$ cat src/rtl/vip_awb_pkg.sv
// Shared constants, FSM states and sizing helper
// for the gray-world auto white balance stage.
package vip_awb_pkg;

  localparam int UNITY_GAIN = 256;
  localparam int GAIN_MAX   = 1023;

  typedef enum logic [1:0] {
    IDLE,
    DIV_R,
    DIV_B,
    LOAD
  } awb_state_e;

  // Smallest width whose range strictly exceeds a full frame of 255s.
  function automatic int sum_width(
    input int hdisp,
    input int vdisp
  );
    return $clog2(hdisp * vdisp * 255 + 1);
  endfunction

endpackage

$ cat src/rtl/vip_seq_divider.sv
// Unsigned restoring divider, one quotient bit per cycle,
// with a saturating quotient output.
module vip_seq_divider #(
  parameter int NUM_W = 35,
  parameter int DEN_W = 27,
  parameter int Q_W   = 10,
  parameter int Q_MAX = 1023
) (
  input  logic             clk,
  input  logic             rst_n,
  input  logic             start,
  input  logic [NUM_W-1:0] dividend,
  input  logic [DEN_W-1:0] divisor,
  output logic             busy,
  output logic             done,
  output logic [Q_W-1:0]   quotient
);

  localparam int CW = $clog2(NUM_W + 1);

  logic [NUM_W-1:0] quo_q, quo_d, quo_src;
  logic [DEN_W-1:0] rem_q, rem_d, rem_src;
  logic [DEN_W-1:0] den_q, den_d;
  logic [CW-1:0]    cnt_q, cnt_d;
  logic             busy_q, busy_d;
  logic             done_q, done_d;
  logic [DEN_W:0]   rem_sh;
  logic             fits;
  logic             ovf;

  // The first iteration runs on the start edge itself.
  always_comb begin
    rem_src = start ? '0 : rem_q;
    quo_src = start ? dividend : quo_q;
    den_d   = start ? divisor : den_q;
    rem_sh  = {rem_src, quo_src[NUM_W-1]};
    fits    = rem_sh >= {1'b0, den_d};
    rem_d   = rem_q;
    quo_d   = quo_q;
    cnt_d   = cnt_q;
    busy_d  = busy_q;
    done_d  = 1'b0;
    if (start || busy_q) begin
      rem_d  = fits ? DEN_W'(rem_sh - {1'b0, den_d})
                    : DEN_W'(rem_sh);
      quo_d  = {quo_src[NUM_W-2:0], fits};
      cnt_d  = start ? CW'(1) : cnt_q + CW'(1);
      busy_d = cnt_d != CW'(NUM_W);
      done_d = ~busy_d;
    end
  end

  always_ff @(posedge clk or negedge rst_n) begin
    if (!rst_n) begin
      quo_q  <= '0;
      rem_q  <= '0;
      den_q  <= '0;
      cnt_q  <= '0;
      busy_q <= 1'b0;
      done_q <= 1'b0;
    end else begin
      quo_q  <= quo_d;
      rem_q  <= rem_d;
      den_q  <= den_d;
      cnt_q  <= cnt_d;
      busy_q <= busy_d;
      done_q <= done_d;
    end
  end

  assign ovf      = (den_q == '0) || (quo_q > NUM_W'(Q_MAX));
  assign quotient = ovf ? Q_W'(Q_MAX) : quo_q[Q_W-1:0];
  assign busy     = busy_q;
  assign done     = done_q;

endmodule

$ cat src/rtl/vip_rgb888_awb_grayworld.sv
// Gray-world AWB: per-frame channel sums give R/B gains
// that are applied to the following frame.
module vip_rgb888_awb_grayworld
  import vip_awb_pkg::*;
#(
  parameter int IMG_HDISP = 640,
  parameter int IMG_VDISP = 480,
  parameter int GAIN_FRAC = 8,
  parameter int GAIN_W    = 10,
  parameter int SUM_W     = sum_width(IMG_HDISP, IMG_VDISP)
) (
  input  logic              clk,
  input  logic              rst_n,
  input  logic              per_frame_vsync,
  input  logic              per_frame_href,
  input  logic              per_frame_clken,
  input  logic [23:0]       per_img_rgb888,
  input  logic              awb_en,
  output logic              post_frame_vsync,
  output logic              post_frame_href,
  output logic              post_frame_clken,
  output logic [23:0]       post_img_rgb888,
  output logic [GAIN_W-1:0] gain_r,
  output logic [GAIN_W-1:0] gain_b,
  output logic              gain_valid
);

  localparam int NUM_W = SUM_W + GAIN_FRAC;
  localparam int PW    = 8 + GAIN_W;
  localparam logic [GAIN_W-1:0] UNITY = GAIN_W'(UNITY_GAIN);

  awb_state_e state_q, state_d;

  logic [7:0]       pix_r, pix_g, pix_b;
  logic             rise, fall, pix_ok;
  logic             vs1_q, hs1_q, ce1_q;
  logic             vs2_q, hs2_q, ce2_q;
  logic [SUM_W-1:0] sum_r_q, sum_r_d;
  logic [SUM_W-1:0] sum_g_q, sum_g_d;
  logic [SUM_W-1:0] sum_b_q, sum_b_d;
  logic [SUM_W-1:0] snap_g_q, snap_g_d;
  logic [SUM_W-1:0] snap_b_q, snap_b_d;
  logic [GAIN_W-1:0] qr_q, qr_d;
  logic [GAIN_W-1:0] shadow_r_q, shadow_r_d;
  logic [GAIN_W-1:0] shadow_b_q, shadow_b_d;
  logic              pend_q, pend_d;
  logic [GAIN_W-1:0] gain_r_q, gain_r_d;
  logic [GAIN_W-1:0] gain_b_q, gain_b_d;
  logic              gain_valid_q, gain_valid_d;

  logic              div_start, div_busy, div_done;
  logic [NUM_W-1:0]  div_num;
  logic [SUM_W-1:0]  div_den;
  logic [GAIN_W-1:0] div_q;

  logic [GAIN_W-1:0] gr, gb;
  logic [PW-1:0]     pr_q, pr_d, pb_q, pb_d;
  logic [PW-1:0]     r_sh, b_sh;
  logic [7:0]        r_out, b_out, g1_q;
  logic [23:0]       post_img_q, post_img_d;

  assign pix_r  = per_img_rgb888[23:16];
  assign pix_g  = per_img_rgb888[15:8];
  assign pix_b  = per_img_rgb888[7:0];
  assign rise   = per_frame_vsync & ~vs1_q;
  assign fall   = vs1_q & ~per_frame_vsync;
  assign pix_ok = per_frame_vsync & per_frame_href & per_frame_clken;

  always_comb begin
    sum_r_d = rise ? '0 : sum_r_q;
    sum_g_d = rise ? '0 : sum_g_q;
    sum_b_d = rise ? '0 : sum_b_q;
    if (pix_ok) begin
      sum_r_d = sum_r_d + SUM_W'(pix_r);
      sum_g_d = sum_g_d + SUM_W'(pix_g);
      sum_b_d = sum_b_d + SUM_W'(pix_b);
    end
  end

  vip_seq_divider #(
    .NUM_W (NUM_W),
    .DEN_W (SUM_W),
    .Q_W   (GAIN_W),
    .Q_MAX (GAIN_MAX)
  ) u_div (
    .clk      (clk),
    .rst_n    (rst_n),
    .start    (div_start),
    .dividend (div_num),
    .divisor  (div_den),
    .busy     (div_busy),
    .done     (div_done),
    .quotient (div_q)
  );

  always_comb begin
    state_d      = state_q;
    div_start    = 1'b0;
    div_num      = {sum_g_q, {GAIN_FRAC{1'b0}}};
    div_den      = sum_r_q;
    snap_g_d     = snap_g_q;
    snap_b_d     = snap_b_q;
    qr_d         = qr_q;
    shadow_r_d   = shadow_r_q;
    shadow_b_d   = shadow_b_q;
    pend_d       = pend_q;
    gain_r_d     = gain_r_q;
    gain_b_d     = gain_b_q;
    gain_valid_d = 1'b0;
    if (rise && pend_q) begin
      gain_r_d     = shadow_r_q;
      gain_b_d     = shadow_b_q;
      gain_valid_d = 1'b1;
      pend_d       = 1'b0;
    end
    unique case (state_q)
      IDLE: begin
        if (fall && !div_busy) begin
          div_start = 1'b1;
          snap_g_d  = sum_g_q;
          snap_b_d  = sum_b_q;
          state_d   = DIV_R;
        end
      end
      DIV_R: begin
        div_num = {snap_g_q, {GAIN_FRAC{1'b0}}};
        div_den = snap_b_q;
        if (div_done) begin
          qr_d      = div_q;
          div_start = 1'b1;
          state_d   = DIV_B;
        end
      end
      DIV_B: begin
        if (div_done) state_d = LOAD;
      end
      LOAD: begin
        shadow_r_d = qr_q;
        shadow_b_d = div_q;
        pend_d     = 1'b1;
        state_d    = IDLE;
      end
      default: state_d = IDLE;
    endcase
  end

  always_comb begin
    gr    = awb_en ? gain_r_q : UNITY;
    gb    = awb_en ? gain_b_q : UNITY;
    pr_d  = PW'(pix_r) * PW'(gr);
    pb_d  = PW'(pix_b) * PW'(gb);
    r_sh  = pr_q >> GAIN_FRAC;
    b_sh  = pb_q >> GAIN_FRAC;
    r_out = (|r_sh[PW-1:8]) ? 8'hff : r_sh[7:0];
    b_out = (|b_sh[PW-1:8]) ? 8'hff : b_sh[7:0];
    post_img_d = hs1_q ? {r_out, g1_q, b_out} : '0;
  end

  always_ff @(posedge clk or negedge rst_n) begin
    if (!rst_n) begin
      state_q      <= IDLE;
      sum_r_q      <= '0;
      sum_g_q      <= '0;
      sum_b_q      <= '0;
      snap_g_q     <= '0;
      snap_b_q     <= '0;
      qr_q         <= UNITY;
      shadow_r_q   <= UNITY;
      shadow_b_q   <= UNITY;
      pend_q       <= 1'b0;
      gain_r_q     <= UNITY;
      gain_b_q     <= UNITY;
      gain_valid_q <= 1'b0;
      vs1_q        <= 1'b0;
      hs1_q        <= 1'b0;
      ce1_q        <= 1'b0;
      vs2_q        <= 1'b0;
      hs2_q        <= 1'b0;
      ce2_q        <= 1'b0;
      pr_q         <= '0;
      pb_q         <= '0;
      g1_q         <= '0;
      post_img_q   <= '0;
    end else begin
      state_q      <= state_d;
      sum_r_q      <= sum_r_d;
      sum_g_q      <= sum_g_d;
      sum_b_q      <= sum_b_d;
      snap_g_q     <= snap_g_d;
      snap_b_q     <= snap_b_d;
      qr_q         <= qr_d;
      shadow_r_q   <= shadow_r_d;
      shadow_b_q   <= shadow_b_d;
      pend_q       <= pend_d;
      gain_r_q     <= gain_r_d;
      gain_b_q     <= gain_b_d;
      gain_valid_q <= gain_valid_d;
      vs1_q        <= per_frame_vsync;
      hs1_q        <= per_frame_href;
      ce1_q        <= per_frame_clken;
      vs2_q        <= vs1_q;
      hs2_q        <= hs1_q;
      ce2_q        <= ce1_q;
      pr_q         <= pr_d;
      pb_q         <= pb_d;
      g1_q         <= pix_g;
      post_img_q   <= post_img_d;
    end
  end

  assign post_frame_vsync = vs2_q;
  assign post_frame_href  = hs2_q;
  assign post_frame_clken = ce2_q;
  assign post_img_rgb888  = post_img_q;
  assign gain_r           = gain_r_q;
  assign gain_b           = gain_b_q;
  assign gain_valid       = gain_valid_q;

endmodule
$ cat config.mk
export PLATFORM = sky130hd
export DESIGN_NAME = vip_rgb888_awb_grayworld
export DESIGN_NICKNAME = d
export VERILOG_FILES = /design/src/rtl/vip_awb_pkg.sv /design/src/rtl/vip_seq_divider.sv /design/src/rtl/vip_rgb888_awb_grayworld.sv
export SDC_FILE = /design/constraint.sdc
export NUM_CORES = 1
export LEC_CHECK = 0
export ABC_CLOCK_PERIOD_IN_PS = 8210
export BUFFER_PORTS_ARGS = -buffer_cell sky130_fd_sc_hd__buf_2
export CAP_MARGIN = 15
export CORE_MARGIN = 2
export CORE_UTILIZATION = 27
export CTS_CLUSTER_SIZE = 28
export DETAILED_ROUTE_END_ITERATION = 7
export GPL_TIMING_DRIVEN = 0
export PLACE_DENSITY = 0.45
export SYNTH_ARGS = -nofsm -noshare
export SYNTH_HDL_FRONTEND = slang
export SYNTH_HIERARCHICAL = 1
export SYNTH_SLANG_ARGS = --single-unit
$ cat constraint.sdc
create_clock -name clk -period 8.21 [get_ports clk]
set_clock_uncertainty 0.1 [all_clocks]
set_input_delay 0 -clock clk [delete_from_list [all_inputs] [get_ports clk]]
set_output_delay 0 -clock clk [all_outputs]
set_load 0.02 [all_outputs]
==> metrics list <==
* Result of the run: finished, final reports clean
* DR vias: 16,700
- Once layout is done, the placed cells without fillers occupy 26,000 µm².
* Nature of the critical path startpoint: flip-flop
- Once detailed placement completed, the half-perimeter wirelength came to 48.6 mm.
- The post-route netlist has 15.3% of its cells at a drive strength greater than 1.
- After synthesis the cells add up to 22,400 µm².
* Nature of the critical path endpoint: flip-flop
- Synthesized netlist cell count: 2,158
* Die Wd: 292 µm
* Unrepaired setup endpoints after global routing: false
- The final count of pins violating max slew was 0.
- Count of standard-cell rows: 105
- Primary flip-flop cell chosen by synthesis mapping: sky130_fd_sc_hd__dfrtp_1
* Number of nets in the layout: 2,573
- For this run, design rule violations remaining after detail routing come to 0.
* Average instance area after synthesis: 10.4 µm²
* Antenna Cells: 0
- Via count of the first global-routing pass: 17,500
- In this run the vertical extent of the chip is 292 µm.
* Slew at the pin with the worst max-slew slack: 1.03 ns
- The clock drives 344 sinks.
- At the end of routability-driven placement, the weighted congestion stood at 0.872.
- The floorplan step defined a core boundary enclosing 82,000 µm².
- Most instantiated cells after synthesis: sky130_fd_sc_hd__dfrtp_1, sky130_fd_sc_hd__inv_1, sky130_fd_sc_hd__mux2_2
* Hold violation total from the final report: 0
- The H-tree was split into 2 levels.
- Total grt overflow: 0
* P&R area growth vs syn: 16.2%
- The number of antenna violations at the first check in global routing came to 1.
- The number of hold buffers added after CTS was 29.
- Register area share after synthesis: 38.5%
- The worst hold path belongs to the class input pin to flip-flop.
- Most frequent cell after synthesis: sky130_fd_sc_hd__dfrtp_1
- Number of buffers added for setup after CTS: 0
- Synth async-reset ratio: 100%
- Once the floorplan was initialized, standard cells occupied 27.3% of the core.
- Average wire length per cell after detail routing: 18.9 µm
- After clock tree synthesis, the repair step resized 0 gates.
- Global routing used 15.3% of the available tracks across all layers.
- Dividing the detail-routed via count by the number of cells gives 4.88.
- Boundary pin count: 78
* Source-to-sink clock delay at the later pin of the worst-skew pair: 0.59 ns
* Post-synthesis cell type with the largest combined area: sky130_fd_sc_hd__dfrtp_1
- Of all nets on the critical path, the largest fanout is 10.
- Placed Cells incl. Taps: 3,316
* Count of state elements after synthesis: 344
- Time the final worst path needs with I/O delays and setup: 7.36 ns
* Count of different cell masters after synthesis: 93
* Leakage power summed over all cells: 0.0126 µW
- After synthesis, the cell types taking the most area are sky130_fd_sc_hd__dfrtp_1, sky130_fd_sc_hd__fa_1, sky130_fd_sc_hd__mux2_2.
* Setup slack of the worst register-to-register path: 0.85 ns
* Start-to-end type of the worst setup path: flip-flop to flip-flop
* Maximum clock frequency: 0.136 GHz
* Count of yosys warnings during synthesis: 6
* Router iterations before antenna repair: 7
- The worst-case IR drop observed on VDD is 0.000152 V.
- Data arrival time of the worst path: 7.68 ns
- Placed instance area: 24,200 µm²
- Pin count of the biggest net entering global routing: 119
- Period Utilization, post-route: 89.6%
* Overall die area: 85,100 µm²
* Antenna Nets Post-Route: 0
- Cts bufs inserted: 43
* Max-cap check violation count: 0
* Fin cells: 3,423
- TritonCTS built the clock tree.
- Setup violators final: 0
- Area share of the largest cell type after synthesis: 38.0%
- Initial DRC Count: 991
- Wire length of the first global-routing pass: 103 mm
* Slew Limit Headroom: 31.0%
- Post-Route Setup TNS: 0 ns
- Required time at the worst-slack endpoint: 8.53 ns
- Summed over all layers, the routed wires come to 64.9 mm.
- The count of buffers added on input and output ports is 77.
* Buffer cell driving the clock tree root: sky130_fd_sc_hd__clkbuf_16
- Maximum root-to-sink buffer count: 3
* Clock input transition at the sequential cells of the worst setup and hold paths: 0.06 ns
- Dividing total power by cell area gives a power density of 311 nW/µm².
* Number of enable-type register cells in the synthesized netlist: 0
## path summary, 6_finish.rpt
| check | startpoint | end | cells after the start |
|---|---|---|---|
| setup / recovery | state_q[0] | u_div/rem_q[12] | 23 |
| hold / removal | per_img_rgb888[19] | sum_r_q[3] | 4 |
| min in group asynchronous | rst_n | post_img_rgb888[7] | 4 |
| setup reg to reg | state_q[0] | u_div/rem_q[12] | 23 |
| hold reg to reg | ce1_q | post_frame_clken | 0 |
| max in group asynchronous | rst_n | u_div/rem_q[6] | 6 |
## sequential cells by signal, indices dropped and copies added (netlist names), 10 cells and up
register and cells:
pb_q 10, shadow_r_q 10, snap_g_q 27, gain_r 10, snap_b_q 27, gain_b 10
u_div/den_q 27, pr_q 10, sum_r_q 27, u_div/rem_q 27, sum_g_q 27, qr_q 10
u_div/quo_q 35, post_img_rgb888 24, sum_b_q 27, shadow_b_q 10
## logic make-up after synthesis
family | Yosys count | share of synthesized area (%)
adders and majority gates | 223 | 15.8
and+or+nand+nor | 640 | 15.3
AOI/OAI and AO/OA | 364 | 10.8
buffers and inverters | 259 | 4.55
DFF | 344 | 38.5
other | 1 | 0.0168
muxes | 227 | 11.1
xor gates and xnor gates | 100 | 3.92
## metrics by stage
stage | setup slack [ns] | utilization [%] | hold WS (ns) | power (µW)
floorplan | 2.96 | - | -0.396 | 5050
global placement | 0.0133 | 29.4 | 0.0364 | 6060
detailed placement | 0.912 | 29.5 | -0.168 | 6110
CTS | 0.844 | 31.7 | 0.0173 | 8170
global route | 0.436 | 31.7 | 0.0876 | 8710
finish | 0.850 | 31.7 | 0.0413 | 8080
## layer usage
| layer | GRT usage (%) | vias to the layer above | part of all wire [%] |
|---|---|---|---|
| li1 | - | 7860 | - |
| met1 | 20.9 | 8450 | 47 |
| met2 | 25.4 | 307 | 47 |
| met3 | 1.77 | 94 | 2.8 |
| met4 | 4.80 | 0 | 2.7 |
| met5 | 0 | - | 0 |
## power by group
group / switching [µW] / total [µW] / internal, µW
combinational: 2120 / 3650 / 1530
sequential: 348 / 2460 / 2110
clock: 779 / 1970 / 1190
total: 3250 / 8080 / 4830
## cells in the final DEF, fill, tap and decap left out, types with 10 or more instances in the layout
master	Yosys	routed
sky130_fd_sc_hd__a21o_1	25	25
sky130_fd_sc_hd__xor2_1	49	49
sky130_fd_sc_hd__clkbuf_1	63	76
sky130_fd_sc_hd__and2_1	47	47
sky130_fd_sc_hd__a22oi_1	18	18
sky130_fd_sc_hd__o211ai_1	15	15
sky130_fd_sc_hd__nand3_1	54	54
sky130_fd_sc_hd__fa_1	98	98
sky130_fd_sc_hd__nand2b_1	24	24
sky130_fd_sc_hd__dfrtp_1	339	339
sky130_fd_sc_hd__nor2b_1	35	35
sky130_fd_sc_hd__nor3_1	25	24
sky130_fd_sc_hd__dlygate4sd3_1	0	28
sky130_fd_sc_hd__o21a_1	30	30
sky130_fd_sc_hd__and3_1	129	129
sky130_fd_sc_hd__or3_1	12	12
sky130_fd_sc_hd__o21ai_0	100	100
sky130_fd_sc_hd__buf_2	8	84
sky130_fd_sc_hd__nand2_1	157	157
sky130_fd_sc_hd__o22ai_1	17	17
sky130_fd_sc_hd__mux2_2	160	160
sky130_fd_sc_hd__nor2_1	83	83
sky130_fd_sc_hd__xnor2_1	51	51
sky130_fd_sc_hd__mux2i_1	66	66
sky130_fd_sc_hd__ha_1	125	125
sky130_fd_sc_hd__clkbuf_16	0	45
sky130_fd_sc_hd__o21ai_1	13	13
sky130_fd_sc_hd__a21oi_1	54	54
sky130_fd_sc_hd__nor4_1	17	17
sky130_fd_sc_hd__nand4_1	20	20
sky130_fd_sc_hd__a211oi_1	16	16
sky130_fd_sc_hd__inv_1	171	171
sky130_fd_sc_hd__buf_1	10	10
## final cells by class
class                      count  area [µm²]
sequential                   344        8610
clock buffer                  64        1260
multi-input combinational   1562       12800
timing repair buffer         110         793
fill                        8443       56000
clock inverter                14         195
tap                         1070        1340
buffer                        87         370
inverter                     172         646
## worst max-delay path: stages, from the launching register on
cell	delay, ns
sky130_fd_sc_hd__dfrtp_1	0.42
sky130_fd_sc_hd__inv_1	0.10
sky130_fd_sc_hd__ha_1	0.20
sky130_fd_sc_hd__and3_1	0.15
sky130_fd_sc_hd__clkbuf_1	0.60
sky130_fd_sc_hd__buf_2	0.41
sky130_fd_sc_hd__nand2b_1	0.17
sky130_fd_sc_hd__buf_6	0.16
sky130_fd_sc_hd__buf_2	0.24
sky130_fd_sc_hd__buf_2	0.35
sky130_fd_sc_hd__clkbuf_1	0.69
sky130_fd_sc_hd__buf_1	0.61
sky130_fd_sc_hd__mux2i_1	0.42
sky130_fd_sc_hd__ha_1	0.29
sky130_fd_sc_hd__clkbuf_1	0.19
sky130_fd_sc_hd__a21oi_1	0.17
sky130_fd_sc_hd__o21ai_1	0.14
sky130_fd_sc_hd__a211oi_1	0.29
sky130_fd_sc_hd__o21ai_0	0.18
sky130_fd_sc_hd__or3_1	0.46
sky130_fd_sc_hd__o211ai_1	0.26
sky130_fd_sc_hd__buf_4	0.32
sky130_fd_sc_hd__buf_6	0.18
sky130_fd_sc_hd__o22ai_1	0.08
(Power assumes the default switching activity.)
